==> src/rtl/forthsuper_pkg.sv <==
`default_nettype none
// ============================================================================
// Module      : forthsuper_pkg
// Description : Shared state encoding and ASCII constants for the token
//               reader family (atoi_reader, atoi_digit).
// Revision    : 1.0 - initial release
// ============================================================================
package forthsuper_pkg;

    // Controller state encoding, explicit width
    localparam int         c_ST_W     = 2;
    localparam logic [1:0] c_ST_IDLE  = 2'd0;
    localparam logic [1:0] c_ST_FETCH = 2'd1;
    localparam logic [1:0] c_ST_EVAL  = 2'd2;
    localparam logic [1:0] c_ST_DONE  = 2'd3;

    // ASCII reference points used by the decoder and controller
    localparam logic [7:0] c_ASCII_SPACE = 8'h20;
    localparam logic [7:0] c_ASCII_MINUS = 8'h2D;
    localparam logic [7:0] c_ASCII_ZERO  = 8'h30;
    localparam logic [7:0] c_ASCII_UA    = 8'h41;
    localparam logic [7:0] c_ASCII_LA    = 8'h61;

endpackage : forthsuper_pkg
`default_nettype wire

==> src/rtl/atoi_digit.sv <==
`default_nettype none
// ============================================================================
// Module      : atoi_digit
// Description : Combinational byte-to-digit decoder. Decimal digits are
//               always accepted; a-f / A-F only when hex is set.
// Revision    : 1.0 - initial release
// ============================================================================
module atoi_digit
    import forthsuper_pkg::*;
#(
    parameter int MSZ = 8
) (
    input  logic [MSZ-1:0] ch,
    input  logic           hex,
    output logic           valid,
    output logic [3:0]     value
);

    logic w_is_dec;
    logic w_is_lc;
    logic w_is_uc;

    assign w_is_dec = (ch >= MSZ'(c_ASCII_ZERO)) && (ch <= MSZ'(c_ASCII_ZERO + 8'd9));
    assign w_is_lc  = (ch >= MSZ'(c_ASCII_LA))   && (ch <= MSZ'(c_ASCII_LA + 8'd5));
    assign w_is_uc  = (ch >= MSZ'(c_ASCII_UA))   && (ch <= MSZ'(c_ASCII_UA + 8'd5));

    assign valid = w_is_dec | (hex & (w_is_lc | w_is_uc));

    // Low nibble of '0'..'9' is the digit itself; for 'a'/'A' (..1) through
    // 'f'/'F' (..6) adding 9 yields 10..15.
    assign value = w_is_dec ? ch[3:0] : (ch[3:0] + 4'd9);

endmodule : atoi_digit
`default_nettype wire

==> src/rtl/atoi_reader.sv <==
`default_nettype none
// ============================================================================
// Module      : atoi_reader
// Description : Reads a whitespace/NUL-delimited numeric token from byte
//               memory and converts it to a DSZ-bit integer (optional leading
//               '-', two's-complement result, modulo 2^DSZ).
//               Build option ATOI_HEX_EN: when defined, the hex port selects
//               base 16; otherwise the base is fixed at 10.
// Revision    : 1.0 - initial release
// ============================================================================
module atoi_reader
    import forthsuper_pkg::*;
#(
    parameter int MSZ = 8,
    parameter int DSZ = 32,
    parameter int ASZ = 17
) (
    input  logic           clk,
    input  logic           rst,
    input  logic           en,
    input  logic           hex,
    input  logic [ASZ-1:0] tib,
    input  logic [MSZ-1:0] ch,
    output logic [ASZ-1:0] mb_ai,
    output logic           mb_we,
    output logic [MSZ-1:0] mb_vi,
    output logic           bsy,
    output logic [DSZ-1:0] vo,
    output logic           err
);

    logic [c_ST_W-1:0] r_state;
    logic [ASZ-1:0]    r_mb_ai;
    logic [DSZ-1:0]    r_acc;
    logic [DSZ-1:0]    r_vo;
    logic              r_neg;
    logic              r_first;
    logic              r_got_dig;
    logic              r_err;
    logic              r_bsy;

    logic              w_hex;
    logic              w_dig_valid;
    logic [3:0]        w_dig_value;
    logic [DSZ-1:0]    w_dig_ext;
    logic [DSZ-1:0]    w_acc_next;
    logic [DSZ-1:0]    w_result;

`ifdef ATOI_HEX_EN
    assign w_hex = hex;
`else
    logic w_unused_hex;
    assign w_unused_hex = hex;
    assign w_hex        = 1'b0;
`endif

    atoi_digit #(
        .MSZ (MSZ)
    ) u_digit (
        .ch    (ch),
        .hex   (w_hex),
        .valid (w_dig_valid),
        .value (w_dig_value)
    );

    // acc*16 is a nibble shift; acc*10 is acc*8 + acc*2
    assign w_dig_ext  = {{(DSZ-4){1'b0}}, w_dig_value};
    assign w_acc_next = w_hex ? ({r_acc[DSZ-5:0], 4'b0000} + w_dig_ext)
                              : ((r_acc << 3) + (r_acc << 1) + w_dig_ext);
    assign w_result   = r_neg ? (-r_acc) : r_acc;

    assign mb_ai = r_mb_ai;
    assign mb_we = 1'b0;
    assign mb_vi = '0;
    assign bsy   = r_bsy;
    assign vo    = r_vo;
    assign err   = r_err;

    // Conversion controller: one byte per FETCH/EVAL pair, all outputs registered
    always_ff @(posedge clk) begin
        if (!rst) begin
            r_state   <= c_ST_IDLE;
            r_mb_ai   <= '0;
            r_acc     <= '0;
            r_vo      <= '0;
            r_neg     <= 1'b0;
            r_first   <= 1'b0;
            r_got_dig <= 1'b0;
            r_err     <= 1'b0;
            r_bsy     <= 1'b0;
        end else begin
            case (r_state)
                c_ST_IDLE: begin
                    if (en) begin
                        r_mb_ai   <= tib;
                        r_acc     <= '0;
                        r_neg     <= 1'b0;
                        r_first   <= 1'b1;
                        r_got_dig <= 1'b0;
                        r_err     <= 1'b0;
                        r_bsy     <= 1'b1;
                        r_state   <= c_ST_FETCH;
                    end
                end
                c_ST_FETCH: begin
                    if (!en) begin
                        r_err   <= 1'b1;
                        r_bsy   <= 1'b0;
                        r_state <= c_ST_IDLE;
                    end else begin
                        r_state <= c_ST_EVAL;
                    end
                end
                c_ST_EVAL: begin
                    if (!en) begin
                        r_err   <= 1'b1;
                        r_bsy   <= 1'b0;
                        r_state <= c_ST_IDLE;
                    end else if (w_dig_valid) begin
                        r_acc     <= w_acc_next;
                        r_mb_ai   <= r_mb_ai + ASZ'(1);
                        r_first   <= 1'b0;
                        r_got_dig <= 1'b1;
                        r_state   <= c_ST_FETCH;
                    end else if ((ch == MSZ'(c_ASCII_MINUS)) && r_first) begin
                        r_neg   <= 1'b1;
                        r_first <= 1'b0;
                        r_mb_ai <= r_mb_ai + ASZ'(1);
                        r_state <= c_ST_FETCH;
                    end else if (ch <= MSZ'(c_ASCII_SPACE)) begin
                        // Step past the delimiter so the caller can resume parsing
                        r_mb_ai <= r_mb_ai + ASZ'(1);
                        r_err   <= ~r_got_dig;
                        r_vo    <= w_result;
                        r_bsy   <= 1'b0;
                        r_state <= c_ST_DONE;
                    end else begin
                        // Leave the address on the offending byte for diagnostics
                        r_err   <= 1'b1;
                        r_vo    <= w_result;
                        r_bsy   <= 1'b0;
                        r_state <= c_ST_DONE;
                    end
                end
                c_ST_DONE: begin
                    if (!en) begin
                        r_state <= c_ST_IDLE;
                    end
                end
                default: begin
                    r_state <= c_ST_IDLE;
                end
            endcase
        end
    end

endmodule : atoi_reader
`default_nettype wire

==> config.mk <==
export PLATFORM = sky130hd
export DESIGN_NAME = atoi_reader
export DESIGN_NICKNAME = d
export VERILOG_FILES = /design/src/rtl/forthsuper_pkg.sv /design/src/rtl/atoi_digit.sv /design/src/rtl/atoi_reader.sv
export SDC_FILE = /design/constraint.sdc
export NUM_CORES = 1
export LEC_CHECK = 0
export ABC_AREA = 1
export BUFFER_PORTS_ARGS = -buffer_cell sky130_fd_sc_hd__buf_2
export CAP_MARGIN = 20
export CORE_UTILIZATION = 60
export DETAILED_ROUTE_END_ITERATION = 12
export GPL_TIMING_DRIVEN = 0
export PLACE_DENSITY = 0.91
export SYNTH_ARGS = -nofsm -noshare
export SYNTH_HDL_FRONTEND = slang
export SYNTH_SLANG_ARGS = --single-unit
==> constraint.sdc <==
create_clock -name clk -period 4.4 [get_ports clk]
set_clock_uncertainty 0.2 [all_clocks]
set_input_delay 0.44 -clock clk [delete_from_list [all_inputs] [get_ports clk]]
set_output_delay 0.44 -clock clk [all_outputs]
set_load 0.01 [all_outputs]
=== Word-level counts from Yosys, hierarchy flattened ===
Index checks and enable logic that the tools add are counted.

* Add/sub/neg operators: 5
* Multiply operators: 0
* Div/mod/pow operators: 0
* $lt $le $gt $ge: 3
* Eq/ne operators: 15
* Shift operators: 0
* Multiplexer cells: 43
* Bitwise gates (word level): 3
* Reductions and logical operators: 12

{| class="wikitable"
|+ Operator list
! operator !! count
|-
| 32-bit two-way mux || 4
|-
| 17-bit two-way mux || 5
|-
| 32-bit one-hot mux with 2 select lines || 1
|-
| 17-bit one-hot mux with 2 select lines || 1
|-
| 32-bit adder || 1
|-
| 32-bit by 4-bit adder with 32-bit output || 1
|-
| 32-bit negation || 1
|-
| 1-bit two-way mux || 19
|-
| 17-bit by 1-bit adder with 17-bit output (second input constant) || 1
|-
| 8-bit by 6-bit <= comparator with 1-bit output (second input constant) || 2
|-
| 4-bit AND reduction || 4
|-
| 2-bit two-way mux || 6
|-
| 2-bit != test (second input constant) || 6
|-
| 5-bit AND reduction || 2
|-
| 8-bit by 6-bit equality test with 1-bit output (second input constant) || 1
|-
| 8-bit by 6-bit greater-or-equal comparator with 1-bit output (second input constant) || 1
|-
| 2-bit one-hot mux with 4 select lines || 1
|-
| 3-bit != test (second input constant) || 2
|-
| 1-bit one-hot mux with 2 select lines || 3
|-
| 1-bit one-hot mux with 3 select lines || 2
|-
| 4-bit adder (second input constant) || 1
|-
| 2-bit equality test (second input constant) || 2
|-
| 4-bit two-way mux || 1
|-
| 4-bit by 3-bit != test with 1-bit output (second input constant) || 1
|-
| 9 further kinds || 12
|}

* Register bits: 88
* Bits in latches: 0
* Memory bits (writable): 0
* Memory bits (read-only): 0
* Input bits: 29
* Output and inout port bits: 60
* Logic and storage cells: 90
* Memories kept: 0

=== Longest topological paths before layout ===
Gate-level depths: netlist (run 1).

* Word-level depth: 7
* Gate-level depth with buffers: 22
* Depth with buffers taken out: 22

=== Cells and area by module ===
From an unflattened synthesis (run 1), not the netlist that was laid out.

* Cell total of the unflattened synthesis: 1256
* Area total of the unflattened synthesis: 7806.2 µm²

{| class="wikitable"
|+ By module, submodules not included
! module !! instances !! cells each !! area an instance (µm²) !! seq. area each (µm²)
|-
| atoi_reader || 1 || 1213 || 7559.8 || 1761.7
|-
| atoi_digit || 1 || 43 || 246.5 || 0.0
|}

=== Worst setup path after synthesis (run 1) ===
No wires, ideal clock.

* Path kind: in2reg
* Start: in ch[1]
* End: reg r_acc[17]
* Data arrival time: 3.019 ns
* Path slack: 1.049 ns
* Stages: 19
* Cell sequence: inv_1 ha_1 o21ai_2 a21oi_4 a31oi_1 xor2_1 inv_1 fa_1 inv_1 ha_1 nand3_1 nand3_1 nand2_1 nand2_1 nand2_1 nand2_1 or2_2 nand3_1 a21oi_1

* Cells in the longest elaborated chain, start to end: 7

{| class="wikitable"
|+ Ends and longest elaborated chain
! what !! RTL line !! RTL
|-
| from (decl) || atoi_reader.sv:23 || <nowiki>input logic [MSZ-1:0] ch,</nowiki>
|-
| 8-bit by 6-bit greater-or-equal comparator with 1-bit output or 8-bit by 6-bit <= comparator with 1-bit output (tied branches) || atoi_digit.sv:23 || <nowiki>assign w_is_dec = (ch >= MSZ'(c_ASCII_ZERO)) && (ch <= MSZ'(c_ASCII_ZERO + 8'd9));</nowiki>
|-
| 1-bit logical AND || atoi_digit.sv:23 ||
|-
| 4-bit two-way mux || atoi_digit.sv:31 || <nowiki>assign value = w_is_dec ? ch[3:0] : (ch[3:0] + 4'd9);</nowiki>
|-
| 32-bit by 4-bit adder with 32-bit output || atoi_reader.sv:69 || <nowiki>: ((r_acc << 3) + (r_acc << 1) + w_dig_ext);</nowiki>
|-
| 32-bit two-way mux || atoi_reader.sv:119 || <nowiki>end else if (w_dig_valid) begin</nowiki>
|-
| 32-bit two-way mux || atoi_reader.sv:115 || <nowiki>if (!en) begin</nowiki>
|-
| 32-bit one-hot mux with 2 select lines || atoi_reader.sv:92 || <nowiki>case (r_state)</nowiki>
|-
| to (signal assigned) || atoi_reader.sv:120 || <nowiki>r_acc <= w_acc_next;</nowiki>
|-
| to (decl) || atoi_reader.sv:34 || <nowiki>logic [DSZ-1:0] r_acc;</nowiki>
|}

Parallel ways exist; a longest one is shown, timed or not. The select of a mux whose other input is x is not followed.
A chain may end at the register's enable or synchronous reset.

=== Final worst setup path (run 1) ===
* Start: in ch[1]
* End: reg r_acc[26]

Same word-level chain as after synthesis.

==> summary.txt, run 1 <==
Worst hold path
  – HP Class: in -> reg

Outcome
  – Status: completed

Timing
  – Final Hold Viols: 0
  – RSZ-0062 raised after global routing: no
  – Setup WS post-layout: 0.870 ns
  – Peak Freq: 0.283 GHz
  – Endpoints failing setup: 0
  – Tmin final: 3.53 ns
  – Slew margin rel.: 56.6%
  – Period utilization: 80.2%
  – Slew Viols, Final: 0
  – Actual slew at the worst max-slew pin: 0.651 ns
  – Setup TNS: 0 ns

Power
  – Net switching power: 0.499 mW
  – Lkg Pwr: 4.77 nW
  – VDD IR max: 0.143 mV
  – PwrDens: 229 nW/µm²
  – Net Sw Frac: 25.8%
  – Sequential share of power: 44.6%
  – Logic pwr share: 13.2%
  – Pint: 1.43 mW
  – Clock network power share: 42.2%

GRT
  – Initial antenna violation count: 0
  – GRT Util Overall: 32.2%
  – Number of global-route vias before repair: 7215
  – Largest net degree at the start of global routing: 14
  – First-pass GRT wire length: 33400 µm
  – Global route overflow: 0

Worst setup path
  – Critical Path AT: 3.54 ns
  – Critical path, cell by cell: buf_2 > inv_1 > ha_1 > o21ai_2 > a21oi_4 > a31oi_1 > xor2_1 > inv_1 > fa_1 > fa_1 > inv_1 > nand3_1 > nand3_1 > nand2_1 > nand2_1 > nand2_1 > nand3_1 > nand2_1 > nand3_1 > a21oi_1
  – CP required: 4.41 ns
  – Type of origin of the critical path: primary input
  – Critical path's top delay family: adder cells
  – Crit. End Element: flop
  – WP buf/inv: 4
  – Crit path max-delay cell type: fa_1
  – CP peak stage delay: 0.50 ns
  – Worst Path Max Fanout: 5
  – CP Class: in -> reg
  – R2R Setup Slk: 1.46 ns

Layout
  – Layout cells sized above 1: 11.1%
  – Sequential Area: 1760 µm²
  – Most frequent cells in the layout: 366 x nand2_1, 157 x inv_1, 108 x nor2_1, 93 x a21oi_1, 92 x nand3_1
  – Fillers: 994
  – Nets: 1397
  – Commonest non-fill, non-tap cell in the layout: nand2_1
  – Design Area, Final: 8420 µm²
  – Synthesis-to-layout area growth: 12.7%
  – Ant. Diodes: 0
  – Combined area of the multi-input logic cells: 4890 µm²

Placement
  – Place WS: 0.534 ns
  – Final Wtd Congestion: 0.969
  – # port buffers: 78
  – DP Wirelength: 16200 µm
  – Post-DP Area: 8100 µm²

Clock tree
  – Post-CTS Setup Bufs: 0
  – Clk buf depth: 2
  – Root buf cell: clkbuf_16
  – # hold bufs at CTS: 0
  – Clock Pin Slew Worst Setup and Hold Paths: 0.06 ns
  – CTS Sinks: 88
  – H-tree levels: 3
  – Total CTS buffers: 9
  – CTS tree: yes
  – Worst-Skew Late Latency: 0.35 ns
  – Post_cts resized: 0

Synth
  – Syn Std Cell Area: 7470 µm²
  – Ys Warns: 0
  – Post-Syn Instances: 1200
  – Leading post-synthesis cells by cell area: dfxtp_1 24%, nand2_1 18%, ha_1 12%
  – Synth Area per Inst: 6.23 µm²
  – Yosys reg bits: 88
  – Yosys top cell area share: 23.6%
  – Post-synth cell types: 47
  – Most area-hungry cell type in the Yosys netlist: dfxtp_1
  – Post-synthesis sequential area ratio: 23.6%

Job
  – MaxCap Viol Count: 0

Detailed routing
  – Wirelength per Cell: 14.1 µm
  – Vias: 8161
  – Via/cell ratio: 5.55
  – Antenna Nets Post-Route: 0
  – Drt drc: 0
  – Post-Route WL: 20700 µm
  – Initial drt markers: 889
  – First-pass iteration count of the detailed router: 6

Die
  – # IOs: 89
  – Core area: 12100 µm²
  – Vert. Die Dim: 114 µm
  – Starting Density: 62.0%
  – Row count: 40
  – Die area: 12900 µm²
  – Die W: 114 µm
[registers in the layout, summed over array words and instances, names as in the netlist]
name and flops:
bsy 1, err 1, mb_ai 17, r_acc 32, r_first 1, r_got_dig 1
r_neg 1, r_state 2, vo 32
[power groups by stage]
stage / clock network [mW] / registers [mW] / logic, mW
2_1_floorplan: 0 / 0.882 / 0.154
3_3_place_gp: 0 / 0.875 / 0.242
3_5_place_dp: 0 / 0.876 / 0.247
4_1_cts: 0.816 / 0.859 / 0.252
5_1_grt: 0.844 / 0.863 / 0.280
6_report: 0.815 / 0.861 / 0.256
[metal layers]
layer / track usage, % / vias to the layer above / routed length (µm)
li1: - / 4031 / -
met1: 41.8 / 3670 / 8950
met2: 53.7 / 396 / 9470
met3: 3.45 / 64 / 1590
met4: 15.4 / 0 / 702
met5: 0 / - / 0
[logic make-up (layout without fill, tap and decap cells)]
kind of cell / count (synthesis) / count (layout) / synth area share [%]
AND/OR/NAND/NOR: 615 / 615 / 34.7
AO/OA/AOI/OAI: 183 / 183 / 13.6
other: 1 / 9 / 0.0502
multiplexers: 1 / 1 / 0.134
buffers and inverters: 203 / 297 / 11.4
XOR/XNOR: 38 / 38 / 4.45
adder cells (fa/ha/maj): 71 / 71 / 12.1
flip-flops: 88 / 88 / 23.6
[path summary, 6_finish.rpt]
path,from,to,cells past startpoint
hold reg to reg,err,err,2
setup reg to reg,r_acc[2],r_acc[26],13
hold / removal,tib[7],mb_ai[7],3
setup / recovery,ch[1],r_acc[26],20
[layout make-up]
cell class | count | area share (%)
plain buffers | 40 | 2.82
clock inverters | 3 | 0.773
flip-flops and latches | 88 | 20.9
repair buffers | 78 | 4.64
inverters | 163 | 7.30
multi-input cells | 917 | 58.1
well taps | 168 | 2.50
clock buffers | 13 | 2.97
[synth_stat cells (all sizes together)]
library cell    n
o211ai          3
or2             9
xor2           30
mux2i           1
a221oi          1
and3            2
nor2          111
o21ai          59
nor3           11
a21o            2
conb            1
nand3b          2
nand4          12
dfxtp          88
o31ai           1
and2            4
nand2         369
ha             69
inv           163
o211a           5
a31oi           3
xnor2           8
a21oi          95
buf            27
fa              2
clkbuf         13
o21a            9
o21bai          5
nand3          95
[worst register-to-register path, stage by stage, from the launching register on]
cell	delay, ns
dfxtp_1	0.40
inv_1	0.14
fa_1	0.54
fa_1	0.49
inv_1	0.11
nand3_1	0.07
nand3_1	0.18
nand2_1	0.08
nand2_1	0.13
nand2_1	0.12
nand3_1	0.10
nand2_1	0.05
nand3_1	0.11
a21oi_1	0.08
[through the flow]
step	total power [mW]	utilization, %	cells	hold slack, ns
2_1_floorplan	1.04	-	1208	0.245
3_3_place_gp	1.12	67.2	1454	0.256
3_5_place_dp	1.12	67.2	1454	0.257
4_1_cts	1.93	69.8	1470	0.139
5_1_grt	1.99	69.8	1470	0.158
6_report	1.93	69.8	1470	0.147
No activity file was read; power rests on OpenSTA's default activity.
==> inputs of run 2 (changes only) <==
- CORE_UTILIZATION: 60 -> 54
- PLACE_DENSITY: 0.91 -> 0.87
- clock period: 4.4 -> 3.2 ns (I/O delays scaled with it)
==> run 2 against run 1 <==
Worst hold slack worse by 0.12 ns. Combinational power rose by 43%. Die area is 11% higher. Non-clock buffer count up 9. Sequential power grew 37%. Critical endpoint is now r_acc[23]. Highest routed layer unchanged.
==> summary.txt, run 2 (same netlist as run 1, synthesis figures left out) <==
Outcome
  – Status: completed

Power
  – Pint: 1.78 mW (+25%)
  – VDD IR max: 0.205 mV (+43%)
  – Sequential share of power: 47.9% (+3.3 points)
  – Clock network power share: 37.2% (-5.0 points)
  – PwrDens: 284 nW/µm² (+24%)
  – Net Sw Frac: 27.7% (+1.8 points)
  – Total power: 2.47 mW (+28%)
  – Logic pwr share: 14.9% (+1.7 points)
  – Lkg Pwr: 4.84 nW (+1.5%)
  – Net switching power: 0.683 mW (+37%)

Clock tree
  – CTS Sinks: 88 (unchanged)
  – Clk buf depth: 2 (unchanged)
  – Worst-Skew Late Latency: 0.34 ns (about the same)
  – Clock Pin Slew Worst Setup and Hold Paths: 0.06 ns (about the same)
  – H-tree levels: 3 (unchanged)
  – Root buf cell: clkbuf_16
  – # hold bufs at CTS: 0 (unchanged)
  – CTS tree: yes
  – Total CTS buffers: 9 (unchanged)

Worst hold path
  – HP Class: in -> reg
  – Hold Startpoint: tib[7]

Detailed routing
  – Wirelength per Cell: 14.3 µm (+1.8%)
  – Drt drc: 0 (unchanged)
  – Post-Route WL: 21300 µm (+2.8%)
  – Vias: 8139 (-0.27%)
  – Initial drt markers: 843 (-5.2%)
  – Antenna Nets Post-Route: 0 (unchanged)
  – First-pass iteration count of the detailed router: 6 (unchanged)
  – Via/cell ratio: 5.48 (-1.2%)

Worst setup path
  – Critical Path AT: 3.14 ns (-0.40 ns)
  – RR Startpoint: r_acc[2]
  – CP Class: in -> reg
  – Crit path max-delay cell type: fa_2
  – R2R Setup Slk: 0.50 ns (-0.96 ns)
  – Critical path origin: ch[1]
  – WP buf/inv: 4 (unchanged)
  – Worst Path Max Fanout: 4 (-1)
  – Critical path's top delay family: adder cells
  – Critical path, cell by cell: buf_4 > inv_4 > ha_4 > o21ai_4 > a21oi_4 > a31oi_2 > xor2_1 > inv_1 > fa_2 > inv_2 > ha_4 > nand2_1 > nor2_2 > nand2_1 > nand3_2 > nand2_1 > nand2_2 > nand2_1 > nand2_1 > nand2_1 > nand3_1 > a21oi_1
  – CP required: 3.20 ns (-1.21 ns)
  – CP peak stage delay: 0.57 ns (+0.07 ns)
  – Critical Path Most Common Cell: nand2_1
  – Type of origin of the critical path: primary input
  – Crit. End Element: flop

Layout
  – Synthesis-to-layout area growth: 16.1%
  – Fillers: 1159 (+17%)
  – Layout cells sized above 1: 15.1% (+4.0 points)
  – Nets: 1406 (+0.64%)
  – Design Area, Final: 8680 µm² (+3.1%)
  – Most frequent cells in the layout: 352 x nand2_1, 153 x inv_1, 107 x nor2_1, 88 x a21oi_1, 88 x dfxtp_1
  – Commonest non-fill, non-tap cell in the layout: nand2_1
  – Combined area of the multi-input logic cells: 5130 µm² (+5.0%)
  – Ant. Diodes: 0 (unchanged)
  – Cell Count, Final, Fillers Out: 1484 (+0.95%)
  – Sequential Area: 1760 µm² (unchanged)

GRT
  – GRT Util Overall: 29.1% (-3.2 points)
  – Met2 Resource Use GR: 46.7% (-7.0 points)
  – Most used routing layer: met2
  – Met3 usage: 3.28% (-0.17 points)
  – Largest net degree at the start of global routing: 13 (-1)
  – Met1 usage in global routing: 39.1% (-2.6 points)
  – Number of global-route vias before repair: 7220 (+0.069%)
  – Initial antenna violation count: 0 (unchanged)
  – Global route overflow: 0 (unchanged)
  – First-pass GRT wire length: 33700 µm (+0.99%)

Timing
  – Period utilization: 98.0%
  – Actual slew at the worst max-slew pin: 0.643 ns (-0.00760 ns)
  – Final Hold Viols: 0 (unchanged)
  – Endpoints failing setup: 0 (unchanged)
  – Setup WS post-layout: 0.0651 ns (-0.805 ns)
  – Slew Viols, Final: 0 (unchanged)
  – Hold Slack: 0.0318 ns (-0.116 ns)
  – RSZ-0062 raised after global routing: yes
  – Tmin final: 3.13 ns
  – Peak Freq: 0.319 GHz
  – Slew margin rel.: 57.1% (+0.51 points)

Die
  – Die area: 14300 µm² (+11%)
  – # IOs: 89 (unchanged)
  – Row count: 42 (+5.0%)
  – Starting Density: 56.0% (-6.0 points)
  – Die W: 120 µm (+5.3%)
  – Core area: 13300 µm² (+11%)
  – Vert. Die Dim: 120 µm (+5.3%)

Job
  – MaxCap Viol Count: 0 (unchanged)

Placement
  – Final Wtd Congestion: 0.956 (-1.4%)
  – DP Wirelength: 16300 µm (+0.62%)
  – Dpl cells: 1462 (+0.55%)
  – # port buffers: 78 (unchanged)
  – Place WS: -0.588 ns (-1.12 ns)
  – Post-DP Area: 8120 µm² (+0.25%)
-- run 2: routing by layer --
metal	wire, µm	part of all wire (%)
met4	804	3.8
met3	1640	7.7
met1	9190	43
met2	9650	45
met5	0	0
-- run 2: worst register-to-register path: cells and delay by family (launching register included) --
kind	cells	cell delay (ns)
AOI/OAI and AO/OA	1	0.05
adders and majority gates	2	0.89
buffers and inverters	2	0.21
DFF	1	0.41
and+or+nand+nor	10	0.83
-- run 2: power by group through the flow --
stage	registers, mW	logic [mW]	clock network (mW)
4_1_cts	1.18	0.352	0.909
3_5_place_dp	1.20	0.342	0
2_1_floorplan	1.21	0.211	0
3_3_place_gp	1.20	0.334	0
6_report	1.18	0.367	0.919
5_1_grt	1.19	0.400	0.966
-- run 2: timing repair --
item	4_1_cts	5_1_grt
buffers inserted	2	7
pin swaps	5	9
setup endpoints to repair	21	24
resized for setup	18	39
-- run 2: area by class of cell --
type / instances / share of cell area [%]
well taps: 176 / 2.54
flip-flops and latches: 88 / 20.3
plain buffers: 40 / 2.74
clock buffers: 11 / 2.68
multi-input cells: 917 / 59.2
inverters: 163 / 7.11
repair buffers: 87 / 5.34
clock inverters: 2 / 0.115
-- run 2: stage by stage --
| step | util (%) | TNS, ns |
|---|---|---|
| 3_5_place_dp | 60.9 | -10.74 |
| 4_1_cts | 63.4 | -0.0156 |
| 3_3_place_gp | 60.9 | -7.23 |
| 6_report | 65.0 | 0 |
| 2_1_floorplan | - | 0 |
| 5_1_grt | 65.0 | -0.479 |
-- run 2: path summary, 6_finish.rpt --
path / endpoint / cells after the start
worst min register to register: err / 2
worst max register to register: r_acc[23] / 15
worst min-delay path: mb_ai[7] / 3
worst max-delay path: r_acc[23] / 22
